`config.mk`:
```
export PLATFORM = sky130hd
export DESIGN_NAME = vram_write_scheduler
export DESIGN_NICKNAME = d
export VERILOG_FILES = /design/src/rtl/vram_write_scheduler.sv
export SDC_FILE = /design/constraint.sdc
export NUM_CORES = 2
export LEC_CHECK = 0
export CAP_MARGIN = 40
export CORE_UTILIZATION = 55
export CTS_CLUSTER_SIZE = 14
export DETAILED_ROUTE_END_ITERATION = 10
export MAX_ROUTING_LAYER = met4
export PLACE_DENSITY = 0.73
export SYNTH_ARGS = -nofsm -noshare
export SYNTH_HDL_FRONTEND = slang
export SYNTH_SLANG_ARGS = --single-unit
```
`constraint.sdc`:
```
create_clock -name clock_clk -period 17.96 [get_ports clock_clk]
set_clock_uncertainty 0.2 [all_clocks]
set_input_delay 3.592 -clock clock_clk [delete_from_list [all_inputs] [get_ports clock_clk]]
set_output_delay 3.592 -clock clock_clk [all_outputs]
set_load 0.03 [all_outputs]
```
`src/rtl/vram_write_scheduler.sv`:
```
// vram_write_scheduler: buffers HPS writes to VRAM in a FIFO and drains them into the
// PPU VRAM write port only while vblank is high, so CPU writes never tear the visible frame.
// cpu_vram_wr_irq reports that every buffered write has reached VRAM in the current vblank.
// Optional feature: define VRAM_WR_COALESCE_EN to merge a write into the most recently
// pushed entry when the addresses match (per-byte merge, byte enables OR'd).
module vram_write_scheduler #(
    parameter int unsigned ADDR_W     = 13,
    parameter int unsigned DATA_W     = 64,
    parameter int unsigned FIFO_DEPTH = 16
) (
    input  logic                          clock_clk,
    input  logic                          reset_reset,
    input  logic [ADDR_W-1:0]             hps_wraddr,
    input  logic                          hps_wren,
    input  logic [DATA_W-1:0]             hps_wrdata,
    input  logic [DATA_W/8-1:0]           hps_byteena,
    output logic                          hps_waitrequest,
    input  logic                          vblank,
    output logic [ADDR_W-1:0]             vram_wraddr,
    output logic                          vram_wren,
    output logic [DATA_W-1:0]             vram_wrdata,
    output logic [DATA_W/8-1:0]           vram_byteena,
    output logic                          cpu_vram_wr_irq,
    output logic [$clog2(FIFO_DEPTH):0]   fifo_level
);

    localparam int unsigned BeW  = DATA_W / 8;
    localparam int unsigned PtrW = $clog2(FIFO_DEPTH);
    localparam int unsigned CntW = PtrW + 1;
    localparam logic [CntW-1:0] FullCnt = CntW'(FIFO_DEPTH);
    localparam logic [PtrW-1:0] PtrOne  = PtrW'(1);

    typedef enum logic [1:0] {StIdle, StDrain, StDone} state_e;

    state_e            state_q;
    logic              vblank_q;
    logic              irq_q;
    logic [PtrW-1:0]   wr_ptr_q;
    logic [PtrW-1:0]   rd_ptr_q;
    logic [CntW-1:0]   count_q;
    logic [CntW-1:0]   count_d;

    logic [ADDR_W-1:0] addr_mem [FIFO_DEPTH];
    logic [DATA_W-1:0] data_mem [FIFO_DEPTH];
    logic [BeW-1:0]    be_mem   [FIFO_DEPTH];

    logic              vram_wren_q;
    logic [ADDR_W-1:0] vram_addr_q;
    logic [DATA_W-1:0] vram_data_q;
    logic [BeW-1:0]    vram_be_q;

    logic              full;
    logic              push;
    logic              pop;
    logic              vblank_rise;

    // Pop whenever draining with data available; rising vblank detected against the last sample.
    always_comb begin
        full        = (count_q == FullCnt);
        pop         = (state_q == StDrain) && (count_q != '0);
        vblank_rise = vblank && !vblank_q;
    end

`ifdef VRAM_WR_COALESCE_EN
    logic [PtrW-1:0]   tail_ptr;
    logic              merge_hit;
    logic              merge;
    logic [DATA_W-1:0] merged_data;

    // Match against the newest entry; never merge into an entry leaving the FIFO this cycle.
    always_comb begin
        tail_ptr    = wr_ptr_q - PtrOne;
        merge_hit   = (count_q != '0) && (addr_mem[tail_ptr] == hps_wraddr) &&
                      !(pop && (rd_ptr_q == tail_ptr));
        merged_data = data_mem[tail_ptr];
        for (int i = 0; i < BeW; i++) begin
            if (hps_byteena[i]) begin
                merged_data[i*8 +: 8] = hps_wrdata[i*8 +: 8];
            end
        end
        // A merge needs no free slot, so it is accepted even when full.
        hps_waitrequest = full && !merge_hit;
        merge           = hps_wren && !hps_waitrequest && merge_hit;
        push            = hps_wren && !hps_waitrequest && !merge_hit;
    end
`else
    // Every accepted write allocates a new entry.
    always_comb begin
        hps_waitrequest = full;
        push            = hps_wren && !full;
    end
`endif

    // Occupancy tracked separately from the wrapping pointers.
    always_comb begin
        count_d = count_q;
        if (push && !pop) begin
            count_d = count_q + CntW'(1);
        end else if (pop && !push) begin
            count_d = count_q - CntW'(1);
        end
    end

    // FIFO storage; contents need no reset because the pointers and count define validity.
    always_ff @(posedge clock_clk) begin
        if (push) begin
            addr_mem[wr_ptr_q] <= hps_wraddr;
            data_mem[wr_ptr_q] <= hps_wrdata;
            be_mem[wr_ptr_q]   <= hps_byteena;
        end
`ifdef VRAM_WR_COALESCE_EN
        else if (merge) begin
            data_mem[tail_ptr] <= merged_data;
            be_mem[tail_ptr]   <= be_mem[tail_ptr] | hps_byteena;
        end
`endif
    end

    // Control FSM, pointers, count and registered VRAM/IRQ outputs.
    always_ff @(posedge clock_clk) begin
        if (reset_reset) begin
            state_q     <= StIdle;
            vblank_q    <= 1'b1;  // vblank already high out of reset is not a rising edge
            irq_q       <= 1'b0;
            wr_ptr_q    <= '0;
            rd_ptr_q    <= '0;
            count_q     <= '0;
            vram_wren_q <= 1'b0;
            vram_addr_q <= '0;
            vram_data_q <= '0;
            vram_be_q   <= '0;
        end else begin
            vblank_q    <= vblank;
            irq_q       <= (state_q == StDone);
            count_q     <= count_d;
            vram_wren_q <= pop;
            if (push) begin
                wr_ptr_q <= wr_ptr_q + PtrOne;
            end
            if (pop) begin
                rd_ptr_q    <= rd_ptr_q + PtrOne;
                vram_addr_q <= addr_mem[rd_ptr_q];
                vram_data_q <= data_mem[rd_ptr_q];
                vram_be_q   <= be_mem[rd_ptr_q];
            end
            unique case (state_q)
                StIdle: begin
                    if (vblank_rise) begin
                        state_q <= StDrain;
                    end
                end
                StDrain: begin
                    if (!vblank) begin
                        state_q <= StIdle;
                    end else if ((count_q == '0) && !push) begin
                        state_q <= StDone;
                    end
                end
                StDone: begin
                    if (!vblank) begin
                        state_q <= StIdle;
                    end else if (push) begin
                        state_q <= StDrain;
                    end
                end
                default: state_q <= StIdle;
            endcase
        end
    end

    assign vram_wren       = vram_wren_q;
    assign vram_wraddr     = vram_addr_q;
    assign vram_wrdata     = vram_data_q;
    assign vram_byteena    = vram_be_q;
    assign cpu_vram_wr_irq = irq_q;
    assign fifo_level      = count_q;

endmodule

```
## Yosys cells after proc, flatten, opt, wreduce, memory -nomap -nowiden

Memory sizes are Yosys's and may differ from the RTL's. A register that Yosys moved wholly into a read port is not among the register bits.
Cells that the tools add are included.

- Memories: 3
- ROM bits: 0
- Input port bits: 89
- Output and inout bits: 93
- Register bits after elaboration: 18
- Bits in writable memories: 1360
- Logic and storage cells: 45
- Bits in latches: 0

Memories:

| name | words | width | read ports | clocked after memory_dff | write ports | RTL line | text |
|---|---|---|---|---|---|---|---|
| data_mem | 16 | 64 | 1 | 1 | 1 | 44 | `logic [DATA_W-1:0] data_mem [FIFO_DEPTH];` |
| addr_mem | 16 | 13 | 1 | 1 | 1 | 43 | `logic [ADDR_W-1:0] addr_mem [FIFO_DEPTH];` |
| be_mem | 16 | 8 | 1 | 1 | 1 | 45 | `logic [BeW-1:0] be_mem [FIFO_DEPTH];` |

- Mux-type cells: 10
- Reduce and logical (&&, ||, !) cells: 15
- Shifts and indexed selects: 0
- Add/subtract/negate cells: 4
- Bitwise gates (word level): 0
- Magnitude comparators: 0
- Equal/unequal tests: 6
- Div/mod/pow operators: 0
- Multipliers: 0

Operators with widths:

| operator | number |
|---|---|
| 2-bit 2-to-1 mux | 5 |
| 5-bit 2-to-1 mux | 2 |
| 4-bit by 1-bit adder with 4-bit output, second input constant | 2 |
| 1-bit logical AND | 6 |
| 2-bit case mux with 3 select lines | 1 |
| 5-bit by 1-bit adder with 5-bit output, second input constant | 1 |
| 5-bit equality test, second input constant | 1 |
| 5-bit zero test | 1 |
| 5-bit nonzero test | 1 |
| 5-bit by 1-bit subtractor with 5-bit output, second input constant | 1 |
| 1-bit zero test | 4 |
| 3-bit by 2-bit inequality test with 1-bit output, second input constant | 1 |
| 3-bit inequality test, second input constant | 1 |
| 3-bit AND reduction | 1 |
| 2-bit by 1-bit equality test with 1-bit output, second input constant | 1 |
| 2-bit equality test, second input constant | 1 |
| 2-bit zero test | 1 |
| 1-bit 2-to-1 mux | 2 |
| 2-bit inequality test, second input constant | 1 |
| 2-bit nonzero test | 1 |

## Depth between registers and ports, before layout

- Word-level depth: 8
- Mapped depth: 12
- Mapped depth without buffers: 11

## Least setup slack after synthesis

No wires, ideal clock.

- Kind: input port to flip-flop
- From: input hps_wren
- To: memory addr_mem[0][0] (enable)
- Library setup time: 0.633 ns
- Cell stages on the path: 5
- Buffers on the path: 1
- Data arrival time: 9.838 ns
- Required time: 17.127 ns
- Slack: 7.290 ns
- Cells stage by stage: inv_1 a21oi_1 buf_2 nand2_1 nor3_1

- Word-level cells in the longest chain between the ends: 3

RTL lines:

| element | RTL line | text |
|---|---|---|
| from (decl) | 14 | `input logic hps_wren,` |
| 1-bit logical AND | 90 | `push = hps_wren && !full;` |
| via push | 53 | `logic push;` |
| 1-bit 2-to-1 mux | 106 | `if (push) begin` |
| 1-bit 2-to-1 mux (not written as such) | 107 | `addr_mem[wr_ptr_q] <= hps_wraddr;` |
| to (decl) | 43 |  |

The timed path passes the listed nets, and every way through them passes these cells.

## Final worst setup path

- From: input hps_wren
- To: memory data_mem[5][32] (enable)

- Word-level cells in the longest chain between the ends: 3

RTL lines:

| element | RTL line | text |
|---|---|---|
| 1-bit logical AND | 90 |  |
| 1-bit 2-to-1 mux | 106 |  |
| 1-bit 2-to-1 mux (not written as such) | 108 | `data_mem[wr_ptr_q] <= hps_wrdata;` |
| to (decl) | 44 |  |

No other way between the ends.

==> results_dict.tcl <==
set metrics [dict create \
    status "complete, no violations" \
    vias_per_cell 6.22 \
    fin_crit_sh_pct 34.9 \
    wl_per_cell_um 28.4 \
    placedCellCount 3818 \
    dp_hpwl_um 65600 \
    setup_viol 0 \
    leakagePower_uw 0.0194 \
    drive_gt1_share_pct 23.3 \
    drcViolationCount 0 \
    ys_types 43 \
    cts_setup_buffers 0 \
    cts_tree "yes" \
    rrSetupSlack_ns 13.29 \
    powerDensity_nw_per_um2 118 \
    finalHoldViolCount 0 \
    path_cells "clkdlybuf4s50_1 > inv_1 > a21oi_1 > buf_4 > nand2_1 > nor2_4 > buf_4 > buf_12" \
    hold_path.class "reg -> reg" \
    ys_top_cells_by_area "edfxtp_1 74%, mux4_2 14%, dfxtp_1 3.8%" \
    setup_tns_ns 0 \
    min_period_ns 6.28 \
    yosysMostFrequentCell "edfxtp_1" \
    dr.pass1.iters 5 \
    clk_pin_slew_ns 0.06 \
    cts-resized-gates 0 \
    reg2reg_to "vram_wrdata[63]$_SDFFE_PP0P_" \
    ios 182 \
    final_nets 2777 \
    worst_r2r_startpoint "rd_ptr_q[0]$_SDFFE_PP0P_" \
    criticalPathCategory "in -> reg" \
    root_buffer "clkbuf_16" \
    required_ns 18.16 \
    yosysTopAreaCell "edfxtp_1" \
    grt_max_degree 112 \
    grt_use_total_pct 24.1 \
    crit_arrival_ns 6.48 \
    grt_pass1_wl_um 174000 \
    synthTopCellsByCount "1,360 x edfxtp_1, 330 x mux4_2, 183 x mux2i_1" \
    cap_violations 0 \
    die-width_um 318 \
    clockBufferDepth 3 \
    netlist_instances 2404 \
    antenna_found_initial 5 \
    synthArstFlopShare_pct 0 \
    hold_path_end "vram_wrdata[23]$_SDFFE_PP0P_" \
    crit_path_max_incr_delay_ns 0.72 \
    syn-num-nets 2504 \
    cts.sinks 1463 \
    yosys_warnings 0 \
    timing.final.max_slew_violations 0 \
    min_path_cells 2 \
    ir_drop_v 0.0000903 \
    fin_cells 4085 \
    cts_buffers 144 \
    max_slew.worst_pin.slew_ns 0.989 \
    syn_avg_cell_area_um2 22.9 \
    end_kind "flop" \
    grt_overflow 0 \
    drtIter0Drc 2555 \
    startpoint_type "input pin" \
    n_fill_cell 6255 \
    die-area_um2 101000 \
    antenna_left 0 \
    holdCritStartpoint "vram_wrdata[23]$_SDFFE_PP0P_" \
    core_um2 98700 \
    clk_latency_ns 0.75 \
    gp_congestion 0.782 \
    synth_ff_type "edfxtp_1" \
    rsz0062_at_grt "no" \
    synth_seq_cells 1463 \
    synth_edf_count 1360 \
    io_buffers 181 \
    fp-row-count 115 \
    grt_pass1_vias 26526 \
    syn-cell-area_um2 55000 \
    initial_core_util_pct 55.7 \
    fmax_mhz 159 \
    place_ws_ns 10.94 \
    yosysSeqAreaShare_pct 78.1 \
    cts_htree_levels 4 \
    routed_wl_um 116000 \
    die_h_um 318 \
    ff2ff_path_depth 9 \
    fin_ws_ns 11.68 \
    synthToLayoutAreaGrowth_pct 15.7 \
    vias 25425 \
    slew_headroom_pct 34.1 \
    slowest_stage "nor2_4" \
    crit_fanout 34 \
    cp_common_cell "buf_4" \
    cts_hold_buf 0 \
    synth_top_cell_area_share_pct 74.3 \
]
[through the flow]
step                utilization, %  area, um2  hold WS [ns]  power, uW
floorplan                        -      55000         0.302       4350
global placement              58.8      58100         0.266       4540
detailed placement            59.6      58800         0.264       4570
CTS                           64.4      63600         0.278       7580
global route                  64.4      63600         0.312       7740
finish                        64.4      63600         0.276       7520
[worst max-delay path by stage]
| stage | start | endpoint | slack (ns) |
|---|---|---|---|
| CTS | hps_wren | data_mem[5][30]$_DFFE_PP_ | 11.70 |
| global route | hps_wren | data_mem[5][32]$_DFFE_PP_ | 11.59 |
| finish | hps_wren | data_mem[5][32]$_DFFE_PP_ | 11.68 |
| detailed placement | hps_wren | data_mem[5][30]$_DFFE_PP_ | 10.94 |
| global placement | hps_wren | data_mem[4][28]$_DFFE_PP_ | 10.59 |
| floorplan | hps_wren | addr_mem[0][0]$_DFFE_PP_ | 7.29 |
[critical path, delay by kind of cell]
family	cells	cell delay, ns
AO/OA/AOI/OAI	1	0.12
AND/OR/NAND/NOR	2	0.96
buffers and inverters	5	1.74
[kinds of logic after synthesis]
family	synth area share, %
simple gates	0.692
flops	78.1
mux	16.9
fa+ha+maj	0.264
buf+inv	1.54
xor+xnor	0.143
compound gates	2.43
[layout by cell type (no fill, tap or decap), types with 3 or more instances in the layout]
master           synthesis  routed
nand4_1                  3       3
clkinv_8                 0       6
bufinv_16                0      12
a2bb2oi_1               80      80
clkdlybuf4s50_1          0     181
o22ai_1                  6       6
dfxtp_1                103     100
inv_6                    0       5
nor2_1                  44      32
a22oi_1                  5       5
clkbuf_1                43      28
dfxtp_4                  0       3
nand2b_1                 3       3
buf_16                   0      19
clkinv_2                 0      26
diode_2                  0       5
clkbuf_16                0     149
mux2i_1                183     183
a21oi_1                  7       7
nor2_4                   0      13
o32ai_1                  5       5
clkbuf_8                 0      17
ha_1                    10      10
clkinv_1                 0      16
edfxtp_1              1360    1360
nor3_2                   0       4
o21ai_1                 80      80
xor2_1                   7       7
inv_1                   10      10
nand2_1                  8       8
buf_4                    3      47
buf_12                   0      10
a311oi_1                 5       5
mux4_2                 330     330
[registers in the layout (all words and copies together) (netlist names), 4 cells and up]
register      cells
vram_wrdata      64
be_mem          128
data_mem       1024
vram_byteena      8
vram_wraddr      13
rd_ptr_q          4
addr_mem        208
fifo_level        5
wr_ptr_q          4
[per-layer routing]
metal	track usage (%)	vias to the layer above	share of wire, %
met5	-	-	0
met4	7.00	0	2.1
met3	3.61	186	6.3
met2	40.1	1028	52
met1	31.1	13530	39
li1	-	10681	-
[power by group]
group	leakage (uW)	internal, uW	total [uW]	switching, uW
logic	0.00395	255	597	342
registers	0.0131	3850	3900	50.5
clock network	0.00237	1770	3020	1250
total	0.0194	5880	7520	1640
[layout make-up]
type	count	area (um2)	area share, %
Sequential cell	1463	42900	67.5
Multi-Input combinational cell	801	11300	17.8
Clock buffer	194	4070	6.39
Timing Repair Buffer	257	2890	4.54
Tap cell	1287	1610	2.53
Clock inverter	68	739	1.16
Inverter	10	37.5	0.0590
Antenna cell	5	12.5	0.0197
Power figures use the tool's default switching activity.
